## config.mk

```make
export PLATFORM = sky130hd
export DESIGN_NAME = dma_peripheral_port
export DESIGN_NICKNAME = d
export VERILOG_FILES = /design/src/rtl/dma_port_pkg.sv /design/src/rtl/dma_port_fifo.sv /design/src/rtl/dma_peripheral_port.sv
export SDC_FILE = /design/constraint.sdc
export NUM_CORES = 1
export LEC_CHECK = 0
export ABC_AREA = 0
export CORE_ASPECT_RATIO = 0.5
export CORE_UTILIZATION = 25
export CTS_BUF_LIST = sky130_fd_sc_hd__clkbuf_4
export DETAILED_ROUTE_END_ITERATION = 16
export PLACE_DENSITY_LB_ADDON = 0.05
export SLEW_MARGIN = 15
export SYNTH_ARGS = -nofsm -noshare
export SYNTH_HDL_FRONTEND = slang
export SYNTH_SLANG_ARGS = --single-unit
```

## constraint.sdc

```tcl
create_clock -name i_clk -period 4.17 [get_ports i_clk]
set_clock_uncertainty 0.05 [all_clocks]
set_input_delay 0.417 -clock i_clk [delete_from_list [all_inputs] [get_ports i_clk]]
set_output_delay 0.417 -clock i_clk [all_outputs]
set_load 0.05 [all_outputs]
```

## src/rtl/dma_port_pkg.sv

```systemverilog
// Shared types for the DREQ/DACK peripheral DMA port.
package dma_port_pkg;

    typedef enum logic [1:0] {
        IDLE  = 2'd0,
        REQ   = 2'd1,
        BURST = 2'd2,
        DONE  = 2'd3
    } EPORTSTATE;

    typedef enum logic {
        TO_PERIPH   = 1'b0,
        FROM_PERIPH = 1'b1
    } EPORTDIR;

    localparam int unsigned DATA_W = 32;

    function automatic logic is_active(input EPORTSTATE s);
        return (s == REQ) || (s == BURST);
    endfunction

endpackage

```

## src/rtl/dma_port_fifo.sv

```systemverilog
// Synchronous FIFO with a registered show-ahead head word, flush and level output.
module dma_port_fifo
    import dma_port_pkg::*;
#(
    parameter int unsigned DEPTH = 32,
    parameter int unsigned WIDTH = DATA_W
) (
    input  logic                       i_clk,
    input  logic                       i_rst,
    input  logic                       i_flush,
    input  logic                       i_push,
    input  logic [WIDTH-1:0]           i_push_data,
    input  logic                       i_pop,
    output logic [WIDTH-1:0]           o_head,
    output logic [$clog2(DEPTH):0]     o_level
);

    localparam int unsigned AW = $clog2(DEPTH);
    localparam int unsigned LW = AW + 1;
    localparam logic [LW-1:0] FULL_LVL = LW'(DEPTH);

    logic [WIDTH-1:0] mem_q [DEPTH];
    logic [AW-1:0]    wr_ptr_q, wr_ptr_d;
    logic [AW-1:0]    rd_ptr_q, rd_ptr_d;
    logic [LW-1:0]    level_q, level_d;
    logic [WIDTH-1:0] head_q, head_d;
    logic             do_push, do_pop;

    always_comb begin
        do_pop   = i_pop && (level_q != '0) && !i_flush;
        do_push  = i_push && ((level_q != FULL_LVL) || do_pop) && !i_flush;
        wr_ptr_d = wr_ptr_q + AW'(do_push);
        rd_ptr_d = rd_ptr_q + AW'(do_pop);
        level_d  = level_q;
        case ({do_push, do_pop})
            2'b10:   level_d = level_q + LW'(1);
            2'b01:   level_d = level_q - LW'(1);
            default: level_d = level_q;
        endcase

        // Head bypasses memory when the pushed word becomes the only entry.
        head_d = head_q;
        if (do_push && ((level_q == '0) || (do_pop && (level_q == LW'(1))))) begin
            head_d = i_push_data;
        end else if (do_pop && (level_d != '0)) begin
            head_d = mem_q[rd_ptr_d];
        end

        if (i_flush) begin
            wr_ptr_d = '0;
            rd_ptr_d = '0;
            level_d  = '0;
            head_d   = '0;
        end
    end

    always_ff @(posedge i_clk) begin
        if (i_rst) begin
            wr_ptr_q <= '0;
            rd_ptr_q <= '0;
            level_q  <= '0;
            head_q   <= '0;
        end else begin
            wr_ptr_q <= wr_ptr_d;
            rd_ptr_q <= rd_ptr_d;
            level_q  <= level_d;
            head_q   <= head_d;
        end
    end

    always_ff @(posedge i_clk) begin
        if (do_push) begin
            mem_q[wr_ptr_q] <= i_push_data;
        end
    end

    assign o_head  = head_q;
    assign o_level = level_q;

endmodule

```

## src/rtl/dma_peripheral_port.sv

```systemverilog
// Peripheral endpoint of a DREQ/DACK DMA channel: FIFO, block FSM, direction latch.
// Optional stray-DACK error flag enabled by defining DMA_PORT_ERR_EN.
module dma_peripheral_port
    import dma_port_pkg::*;
#(
    parameter int unsigned DEPTH       = 32,
    parameter int unsigned BLOCK_WORDS = 16
) (
    input  logic                       i_clk,
    input  logic                       i_rst,
    input  logic                       i_enable,
    input  logic                       i_dir,
    input  logic                       i_flush,
    output logic                       o_dreq,
    input  logic                       i_dack,
    input  logic [31:0]                i_dma_data,
    output logic [31:0]                o_dma_data,
    output logic                       o_per_valid,
    output logic [31:0]                o_per_data,
    input  logic                       i_per_ready,
    input  logic                       i_per_valid,
    input  logic [31:0]                i_per_data,
    output logic                       o_per_ready,
    output logic [$clog2(DEPTH):0]     o_level,
    output logic                       o_busy,
    output logic                       o_err_stray
);

    localparam int unsigned LW = $clog2(DEPTH) + 1;
    localparam int unsigned CW = $clog2(BLOCK_WORDS + 1);
    localparam logic [LW-1:0] FULL_LVL  = LW'(DEPTH);
    localparam logic [LW-1:0] BLOCK_LVL = LW'(BLOCK_WORDS);
    localparam logic [LW-1:0] ROOM_MAX  = LW'(DEPTH - BLOCK_WORDS);
    localparam logic [CW-1:0] LAST_BEAT = CW'(BLOCK_WORDS);

    EPORTSTATE       state_q, state_d;
    EPORTDIR         dir_q, dir_d;
    logic [CW-1:0]   cnt_q, cnt_d;
    logic            dreq_q, dreq_d;

    logic            active, beat, push, pop, thresh;
    logic [31:0]     push_data, head;
    logic [LW-1:0]   level;

    dma_port_fifo #(
        .DEPTH (DEPTH),
        .WIDTH (32)
    ) u_fifo (
        .i_clk       (i_clk),
        .i_rst       (i_rst),
        .i_flush     (i_flush),
        .i_push      (push),
        .i_push_data (push_data),
        .i_pop       (pop),
        .o_head      (head),
        .o_level     (level)
    );

    always_comb begin
        active      = is_active(state_q);
        beat        = i_dack && active && !i_flush;
        o_per_valid = (dir_q == TO_PERIPH) && (level != '0);
        o_per_ready = (dir_q == FROM_PERIPH) && (level != FULL_LVL);
        if (dir_q == TO_PERIPH) begin
            push      = beat;
            push_data = i_dma_data;
            pop       = o_per_valid && i_per_ready;
            thresh    = level <= ROOM_MAX;
        end else begin
            push      = i_per_valid && o_per_ready;
            push_data = i_per_data;
            pop       = beat;
            thresh    = level >= BLOCK_LVL;
        end
    end

    always_comb begin
        state_d = state_q;
        cnt_d   = cnt_q;
        dir_d   = dir_q;
        if (state_q == IDLE) begin
            dir_d = EPORTDIR'(i_dir);
        end

        case (state_q)
            IDLE: begin
                cnt_d = '0;
                if (i_enable && thresh) begin
                    state_d = REQ;
                end
            end
            REQ: begin
                if (i_dack) begin
                    if (CW'(1) == LAST_BEAT) begin
                        state_d = DONE;
                        cnt_d   = '0;
                    end else begin
                        state_d = BURST;
                        cnt_d   = CW'(1);
                    end
                end else if (!i_enable) begin
                    state_d = IDLE;
                end
            end
            BURST: begin
                if (i_dack) begin
                    if (cnt_q + CW'(1) == LAST_BEAT) begin
                        state_d = DONE;
                        cnt_d   = '0;
                    end else begin
                        cnt_d = cnt_q + CW'(1);
                    end
                end
            end
            DONE: begin
                state_d = IDLE;
            end
            default: begin
                state_d = IDLE;
            end
        endcase

        if (i_flush) begin
            state_d = IDLE;
            cnt_d   = '0;
        end

        // DREQ is a flop of the next state so it never glitches on decode.
        dreq_d = is_active(state_d);
    end

    always_ff @(posedge i_clk) begin
        if (i_rst) begin
            state_q <= IDLE;
            cnt_q   <= '0;
            dir_q   <= TO_PERIPH;
            dreq_q  <= 1'b0;
        end else begin
            state_q <= state_d;
            cnt_q   <= cnt_d;
            dir_q   <= dir_d;
            dreq_q  <= dreq_d;
        end
    end

`ifdef DMA_PORT_ERR_EN
    logic err_q, err_d;

    always_comb begin
        err_d = err_q | (i_dack && !active);
        if (i_flush) begin
            err_d = 1'b0;
        end
    end

    always_ff @(posedge i_clk) begin
        if (i_rst) begin
            err_q <= 1'b0;
        end else begin
            err_q <= err_d;
        end
    end

    assign o_err_stray = err_q;
`else
    assign o_err_stray = 1'b0;
`endif

    assign o_dreq     = dreq_q;
    assign o_busy     = state_q != IDLE;
    assign o_level    = level;
    assign o_dma_data = head;
    assign o_per_data = head;

endmodule
```

Word-level counts from Yosys, hierarchy flattened
Memory sizes are Yosys's and may differ from the RTL's.
Index checks and enable logic that the tools add are counted.
Operators by class
  add/subtract/negate cells: 5
  magnitude comparators: 2
  equal/unequal tests: 12
  muxes and demuxes: 20
  bitwise operators: 1
  reductions and logical operators: 28
Operators with widths (count)
  $mux W32: 3
  $mux W5: 3
  $pmux W5 S3: 1
  $logic_and A1 B1 Y1: 14
  $mux W2: 6
  $pmux W6 S2: 1
  $reduce_bool A6 Y1: 2
  $add A5 B1 Y5: 2
  $eq A2 B2 Y1 const B: 4
  $pmux W2 S4: 1
  $add A6 B1 Y6 const B: 1
  $eq A2 B1 Y1 const B: 3
  $eq A6 B1 Y1 const B: 1
  $ge A6 B5 Y1 const B: 1
  $le A6 B5 Y1 const B: 1
  $logic_not A6 Y1: 1
  $ne A6 B6 Y1 const B: 1
  $sub A6 B1 Y6 const B: 1
  $add A5 B1 Y5 const B: 1
  $eq A5 B5 Y1 const B: 1
  $mux W1: 5
  $logic_or A1 B1 Y1: 4
  $ne A2 B2 Y1 const B: 2
  $reduce_bool A2 Y1: 2
  other kinds (6): 6
Word-level totals
  register bits: 57
  memory bits (writable): 1024
  bits of input ports: 72
  output and inout bits: 75
  word-level logic and storage cells: 77
  memories kept: 1
Memories
  u_fifo.mem_q: words 32, width 32, read ports 1, clocked after memory_dff 0, wr ports 1, line dma_port_fifo.sv:22  | logic [WIDTH-1:0] mem_q [DEPTH];

Depth between registers and ports, before layout
Gate-level depths: netlist (run 1).
  word-level depth: 16
  depth in mapped cells: 16
  mapped depth without buffers: 13

Hierarchy
Synthesis (run 1) repeated with hierarchy kept, for this count alone.
Unflattened totals
  cell total of the unflattened synthesis: 2187
  area total of the unflattened synthesis: 42552.1 µm²
Modules (own cells, without submodules)
  dma_port_fifo: instances 1, cells each 2032, area an instance 41253.3 µm², sequential area each 31710.4 µm²
  dma_peripheral_port: instances 1, cells each 155, area an instance 1298.7 µm², sequential area each 180.2 µm²

Worst setup path before layout (run 1)
Ideal clock, no wire load.
  path type: register to register
  start point: register u_fifo.level_q[0] (netlist: u_fifo.o_level[0])
  end point: register u_fifo.head_q[10] (netlist: u_fifo.o_head[10])
  setup time: 0.122 ns
  data arrival time: 4.127 ns
  data required time: 3.998 ns
  slack: -0.129 ns
  cell stages (with the launch flop): 16
  path buffers: 3
  clock period less this slack: 4.299 ns
  cells stage by stage: dfxtp_1 inv_1 ha_1 or3b_4 or3_1 a41oi_2 ha_1 buf_2 or4b_4 o22a_1 mux2_2 and4b_1 buf_6 o21a_4 buf_6 a221o_1
On the way
  cells in the longest elaborated chain, start to end: 14
  elaborated cells between the ends (all ways): 30
  those cells by class: add/sub: 3; eq/ne: 4; mux: 5; reduce/logical: 17; memory: 1
Ends and longest elaborated chain
  from (decl): line dma_port_fifo.sv:25  | logic [LW-1:0] level_q, level_d;
  from (signal assigned): line dma_port_fifo.sv:66  | level_q <= level_d;
  parallel branches: the longest is 14 deep, another holds $mem_v2 Z32 W32
  to (signal assigned): line dma_port_fifo.sv:62  | head_q <= '0;
  to (signal assigned): line dma_port_fifo.sv:67  | head_q <= head_d;
  to (decl): line dma_port_fifo.sv:26  | logic [WIDTH-1:0] head_q, head_d;
Several ways; the timed one is not identified. The select of a mux whose other input is x is not followed.
A chain may end at the register's enable or synchronous reset.

Final worst setup path (run 1)
  start point: register u_fifo.level_q[1] (netlist: u_fifo.o_level[1])
  end point: register u_fifo.head_q[10] (netlist: u_fifo.o_head[10])
Same word-level chain as after synthesis.

==> impl_metrics.ini, run 1 <==
[floorplan]
core-area_mm2 = 0.169
io_pins = 147
die_h_um = 295
initial_core_util_pct = 25.4
die_area_mm2 = 0.173
die_w_um = 587
rows = 106

[critical_path]
cp_cell_sequence = inv_1, ha_1, or3b_4, or3_1, a41oi_2, ha_1, or4b_4, o22a_1, mux2_2, and4b_4, buf_12, o21a_4, buf_12, a221o_1
crit_path_end_kind = flip-flop
worst-path-buf-inv = 3
reg2reg_to = u_fifo.o_head[10]$_SDFFE_PP0P_
rrSetupSlack_ns = 0.18
reg2reg_from = u_fifo.o_level[1]$_SDFF_PP0_
ff2ff_path_depth = 14
path_max_fanout = 19
start_kind = flip-flop
cp_top_family = simple AND/OR/NAND/NOR gates
cpMaxStageDelayCell = or4b_4
crit_type = flip-flop to flip-flop
crit_required_ns = 5.04
arrival_ns = 4.86
max_stage_delay_ns = 0.46

[cells_and_area]
area.sequential_mm2 = 0.0319
final_cells = 5104
nets = 2727
multi_input_area_mm2 = 0.0105
area_growth_pct = 23.8
fillCellCount = 16400
drive_gt1_share_pct = 36.2

[yosys]
syn_nets = 2236
synth_top_family_by_area = multiplexers
yosysSeqAreaShare_pct = 74.5
yosys_warnings = 0
synth_seq_cells = 1081
synth_edf_count = 1024
synth_compound_area_share_pct = 2.74
yosys_most_used_dff = edfxtp_1
async_flop_share_pct = 0
syn_inst = 2148
synth_xor_area_share_pct = 0.184
synth_fa_ha_area_share_pct = 0.467
syn_avg_cell_area_um2 = 19.9
synthSimpleGateAreaFrac_pct = 3.46
ys_types = 59
syn-cell-area_mm2 = 0.0428
synthMuxAreaShare_pct = 16.6

[timing]
maxSlewViolCount = 0
rsz0062_at_grt = no
hold_viol = 0
tightest_slew_ns = 0.872
relSlewSlack_pct = 41.8
final-setup-viol-count = 0
finalCriticalPeriod_ns = 3.99
max_freq_ghz = 0.251
fin_crit_sh_pct = 95.7

[cts]
insertion_delay_ns = 1.06
clock_sinks = 1081
clk_path_buf_depth = 4
ctsHtreeMaxLevel = 5
root_buffer = clkbuf_4
cts_buffers = 289
clkTransAtPathRegs_ns = 0.07
cts_tree = yes

[place]
dp_hpwl_um = 85500
place_inst = 4612
io_buffers = 145
routabilityCongestion = 0.726

[grt]
groute.layer.met3.usage_pct = 3.28
antenna_found_initial = 6
busiest_layer = met1
grt_pass1_vias = 25100
grt_pass1_wl_um = 203000
grtUsageMet1_pct = 25.5
use_met2_pct = 25.0
grt_max_degree = 37
overflow = 0
grtUsageTotal_pct = 17.0

[route]
drt-total-wl_um = 147000
drc = 0
routedWlPerCell_um = 28.7
final_antenna_net_count = 0
via_per_inst = 4.65
first_pass_iters = 5
num_vias = 23800
drt_iter0_drc = 1839

[power]
p_per_area_mw_per_mm2 = 420
peakVddDrop_v = 0.000161
leakage_nw = 16.4
p_total_w = 0.0222

[job]
drv_cap = 0

[min_path]
hp-start = i_flush
holdPathEnd = state_q[0]$_SDFF_PP0_
whs_path_depth = 4
min_path_type = primary input to flip-flop

[outcome]
outcome = finished, final reports clean
registers in the layout (all words and copies together) (netlist names):
| signal | cells |
|---|---|
| u_fifo.mem_q | 1024 |
| u_fifo.o_head | 32 |
| u_fifo.o_level | 6 |
| cnt_q | 5 |
| u_fifo.rd_ptr_q | 5 |
| u_fifo.wr_ptr_q | 5 |
| state_q | 2 |
| dir_q | 1 |
| o_dreq | 1 |
cell usage after synthesis, drive strengths merged, types with 4 or more instances:
| cell type | instances | share of area (%) |
|---|---|---|
| edfxtp | 1024 | 72 |
| mux4 | 256 | 13 |
| o21ai | 102 | 1.2 |
| mux2i | 98 | 2.3 |
| buf | 86 | 1.2 |
| clkbuf | 77 | 0.67 |
| nand2 | 77 | 0.67 |
| nor2 | 60 | 0.53 |
| dfxtp | 57 | 2.7 |
| nand3 | 41 | 0.48 |
| nor3 | 37 | 0.43 |
| mux2 | 34 | 0.89 |
| nand4 | 34 | 0.50 |
| a221o | 33 | 0.77 |
| ha | 16 | 0.47 |
| inv | 14 | 0.12 |
| a21oi | 12 | 0.14 |
| and2 | 9 | 0.13 |
| nand3b | 5 | 0.088 |
| nor2b | 5 | 0.073 |
| xor2 | 5 | 0.10 |
| a211oi | 4 | 0.070 |
| and3 | 4 | 0.058 |
| o21a | 4 | 0.088 |
| or3b | 4 | 0.088 |
| xnor2 | 4 | 0.082 |
power by group:
group | internal, W | total, W | switching (W) | leakage (nW)
logic | 0.000151 | 0.000566 | 0.000415 | 4.55
clock network | 0.00509 | 0.00967 | 0.00458 | 2.18
registers | 0.0120 | 0.0120 | 0.0000135 | 9.66
total | 0.0172 | 0.0222 | 0.00501 | 16.4
layout by cell type (no fill, tap or decap), types with 5 or more instances in the layout:
| cell | count |
|---|---|
| a21oi_1 | 11 |
| a221o_1 | 33 |
| and2_1 | 9 |
| buf_12 | 80 |
| buf_4 | 134 |
| bufinv_16 | 6 |
| clkbuf_4 | 433 |
| clkdlybuf4s50_1 | 145 |
| clkinv_1 | 26 |
| clkinv_2 | 5 |
| dfxtp_1 | 54 |
| edfxtp_1 | 1024 |
| ha_1 | 14 |
| inv_1 | 14 |
| inv_2 | 9 |
| mux2_2 | 34 |
| mux2i_1 | 96 |
| mux4_2 | 256 |
| nand2_1 | 77 |
| nand3_1 | 41 |
| nand3b_1 | 5 |
| nand4_1 | 34 |
| nor2_1 | 28 |
| nor2_4 | 32 |
| nor2b_1 | 5 |
| nor3_1 | 36 |
| o21ai_0 | 101 |
worst max-delay path by stage:
stage / startpoint / end / slack (ns) / depth (start not counted)
after floorplan: u_fifo.o_level[1]$_SDFF_PP0_ / u_fifo.o_head[10]$_SDFFE_PP0P_ / 0.01 / 15
after global placement: i_per_ready / u_fifo.o_head[10]$_SDFFE_PP0P_ / -0.11 / 13
after detailed placement: i_per_ready / u_fifo.o_head[15]$_SDFFE_PP0P_ / -0.15 / 13
after CTS: u_fifo.o_level[1]$_SDFF_PP0_ / u_fifo.o_head[28]$_SDFFE_PP0P_ / 0.01 / 14
after global routing: u_fifo.o_level[1]$_SDFF_PP0_ / u_fifo.o_head[28]$_SDFFE_PP0P_ / 0.006 / 14
final: u_fifo.o_level[1]$_SDFF_PP0_ / u_fifo.o_head[10]$_SDFFE_PP0P_ / 0.18 / 14
timing repair:
action / 4_1_cts / 5_1_grt
setup buffers: 0 / 1
endpoints found under the hold margin: 4 / 0
hold buffers: 3 / 0
resized for setup: 1 / 4
pin swaps: 0 / 2
setup endpoints to repair: 27 / 32
gates cloned: 0 / 0
area by class of cell:
class,count,area share (%)
tap,2268,5.35
clock inverter,51,0.710
inverter,14,0.0991
multi-input combinational,890,19.8
sequential,1081,60.2
timing repair buffer,363,7.77
antenna,4,0.0189
clock buffer,433,6.13
stage by stage:
step	util, %	hold WS [ns]	setup TNS, ns	setup slack (ns)	instance area [um2]
after floorplan	-	0.433	0	0.0127	42800
after global placement	29.2	0.464	-2.59	-0.108	49300
after detailed placement	29.2	0.466	-4.03	-0.147	49300
after CTS	31.4	0.156	0	0.0136	53000
after global routing	31.4	0.208	0	0.00570	53000
final	31.4	0.277	0	0.179	53000
cell families (layout without fill, tap and decap cells):
group / after synthesis / count (layout)
flops: 1081 / 1081
mux: 388 / 388
simple gates: 298 / 298
compound gates: 178 / 178
buf+inv: 177 / 861
fa+ha+maj: 16 / 16
xor+xnor: 9 / 9
other cells: 1 / 5
layer usage:
metal	up-vias	wire length [um]	part of all wire (%)
met1	12800	73200	50
met2	719	63400	43
met3	239	7460	5.1
met5	-	0	0
li1	10000	-	-
met4	0	2620	1.8
tightest hold or removal path, delay by kind of cell:
| kind | cells | cell delay [ns] |
|---|---|---|
| AOI/OAI and AO/OA | 1 | 0.06 |
| and+or+nand+nor | 1 | 0.13 |
| buffers and inverters | 2 | 0.69 |
(Power assumes the default switching activity.)
==> run 2: changes to the inputs <==
--- a/config.mk
+++ b/config.mk
@@ -7,9 +7,10 @@
 export LEC_CHECK = 0
 export ABC_AREA = 0
 export CORE_ASPECT_RATIO = 0.5
-export CORE_UTILIZATION = 25
+export CORE_UTILIZATION = 45
 export CTS_BUF_LIST = sky130_fd_sc_hd__clkbuf_4
 export DETAILED_ROUTE_END_ITERATION = 16
+export GPL_TIMING_DRIVEN = 1
 export PLACE_DENSITY_LB_ADDON = 0.05
 export SLEW_MARGIN = 15
 export SYNTH_ARGS = -nofsm -noshare
==> impl_metrics.ini, run 2 (synthesized netlist as in run 1, its figures left out) <==
[outcome]
outcome = finished, final reports clean

[floorplan]
die_h_um = 220
die_w_um = 438
core-area_mm2 = 0.0936
io_pins = 147
initial_core_util_pct = 45.8
die_area_mm2 = 0.0965
rows = 79

[job]
drv_cap = 0

[power]
p_per_area_mw_per_mm2 = 420
peakVddDrop_v = 0.000233
leakage_nw = 15.7
p_total_w = 0.0212

[grt]
grt_pass1_vias = 23400
grtUsageMet1_pct = 38.3
grt_max_degree = 45
overflow = 0
busiest_layer = met1
use_met2_pct = 37.9
groute.layer.met3.usage_pct = 4.61
antenna_found_initial = 3
grtUsageTotal_pct = 25.3
grt_pass1_wl_um = 170000

[cells_and_area]
top_register = u_fifo.mem_q
final_cells = 3986
final_common_cell = edfxtp_1
final_cell_mix = edfxtp_1 (1024), clkbuf_4 (387), mux4_2 (256), clkdlybuf4s50_1 (145), o21ai_0 (101)
fillCellCount = 7449
drive_gt1_share_pct = 33.2
largest_reg_flops = 1024
nets = 2608
area_growth_pct = 18.1

[cts]
cts_buffers = 236
clk_path_buf_depth = 3
insertion_delay_ns = 1.17
ctsHtreeMaxLevel = 4
root_buffer = clkbuf_4
cts_tree = yes
clkTransAtPathRegs_ns = 0.08
clock_sinks = 1081

[critical_path]
rrSetupSlack_ns = 0.1
arrival_ns = 5.05
crit_type = flip-flop to flip-flop
crit_path_end_kind = flip-flop
reg2reg_from = u_fifo.o_level[1]$_SDFF_PP0_
cp_cell_sequence = inv_2, ha_4, or3b_4, or3_4, a41oi_4, ha_2, or4b_4, o22a_1, mux2_4, and4b_4, buf_12, o21a_4, buf_12, a221o_1
reg2reg_to = u_fifo.o_head[15]$_SDFFE_PP0P_
crit_required_ns = 5.15
ff2ff_path_depth = 14
max_stage_delay_ns = 0.46
cpMostUsedCell = buf_12
path_max_fanout = 16
cpMaxStageDelayCell = or4b_4
start_kind = flip-flop

[route]
drt-total-wl_um = 121000
num_vias = 23400
via_per_inst = 5.87
drc = 0
drt_iter0_drc = 2739
routedWlPerCell_um = 30.4
first_pass_iters = 7
final_antenna_net_count = 0

[min_path]
whs_path_depth = 4
hp-start = i_flush
holdPathEnd = state_q[0]$_SDFF_PP0_
min_path_type = primary input to flip-flop

[timing]
max_freq_ghz = 0.246
rsz0062_at_grt = no
hold_viol = 0
maxSlewViolCount = 0
fin_crit_sh_pct = 97.6
tightest_slew_ns = 0.937
finalCriticalPeriod_ns = 4.07
tns_ns = 0
final-setup-viol-count = 0
relSlewSlack_pct = 37.4

[place]
dp_hpwl_um = 66000
routabilityCongestion = 0.786
io_buffers = 145
place_inst = 3524
-- run 2: area by class of cell --
| type | count | area, um2 | area share (%) |
|---|---|---|---|
| repair buffers | 296 | 3260 | 6.45 |
| flip-flops and latches | 1081 | 31900 | 63.1 |
| clock inverters | 56 | 358 | 0.708 |
| inverters | 14 | 52.6 | 0.104 |
| clock buffers | 387 | 2910 | 5.74 |
| diodes | 6 | 15.0 | 0.0297 |
| multi-input cells | 891 | 10500 | 20.8 |
| well taps | 1255 | 1570 | 3.10 |
-- run 2: per-stage QoR --
stage	hold slack, ns	cell area, um2	worst slack, ns	util, %
floorplan	0.433	42800	0.0127	-
global placement	0.455	47000	-0.120	50.3
detailed placement	0.460	47000	-0.130	50.3
CTS	0.0120	50400	0.0431	53.8
global route	0.119	50600	0.00570	54.0
finish	0.158	50600	0.0981	54.0
-- run 2: worst max path at each step --
stage	cells past startpoint	to	startpoint
after global routing	15	u_fifo.o_head[22]$_SDFFE_PP0P_	u_fifo.o_level[1]$_SDFF_PP0_
after CTS	13	u_fifo.o_head[22]$_SDFFE_PP0P_	u_fifo.o_level[1]$_SDFF_PP0_
final	14	u_fifo.o_head[15]$_SDFFE_PP0P_	u_fifo.o_level[1]$_SDFF_PP0_
after detailed placement	12	u_fifo.o_head[9]$_SDFFE_PP0P_	i_per_ready
after floorplan	15	u_fifo.o_head[10]$_SDFFE_PP0P_	u_fifo.o_level[1]$_SDFF_PP0_
after global placement	12	u_fifo.o_head[14]$_SDFFE_PP0P_	i_per_ready
-- run 2: worst max-delay path: cells and delay by family (launching register included) --
kind / cells / cell delay, ns
and+or+nand+nor: 4 / 1.46
AOI/OAI and AO/OA: 4 / 1.08
buffers and inverters: 3 / 0.37
adders and majority gates: 2 / 0.36
DFF: 1 / 0.33
muxes: 1 / 0.27
-- run 2: power by group --
part           internal (W)  switching [W]
Clock               0.00449        0.00421
Combinational      0.000158       0.000398
Sequential           0.0120      0.0000118
Total                0.0166        0.00462
-- run 2: layer usage --
layer / vias up / part of all wire, %
li1: 9770 / -
met1: 12500 / 46
met2: 955 / 45
met3: 138 / 7.2
met4: 0 / 1.3
met5: - / 0
-- run 2: repair_timing --
item | CTS | global route
setup endpoints to repair | 18 | 32
cloned | 1 | 3
buffers inserted | 1 | 5
hold buffers | 4 | 0
gates resized for setup | 1 | 13
hold endpoints to repair | 4 | 0
pin swaps | 2 | 10
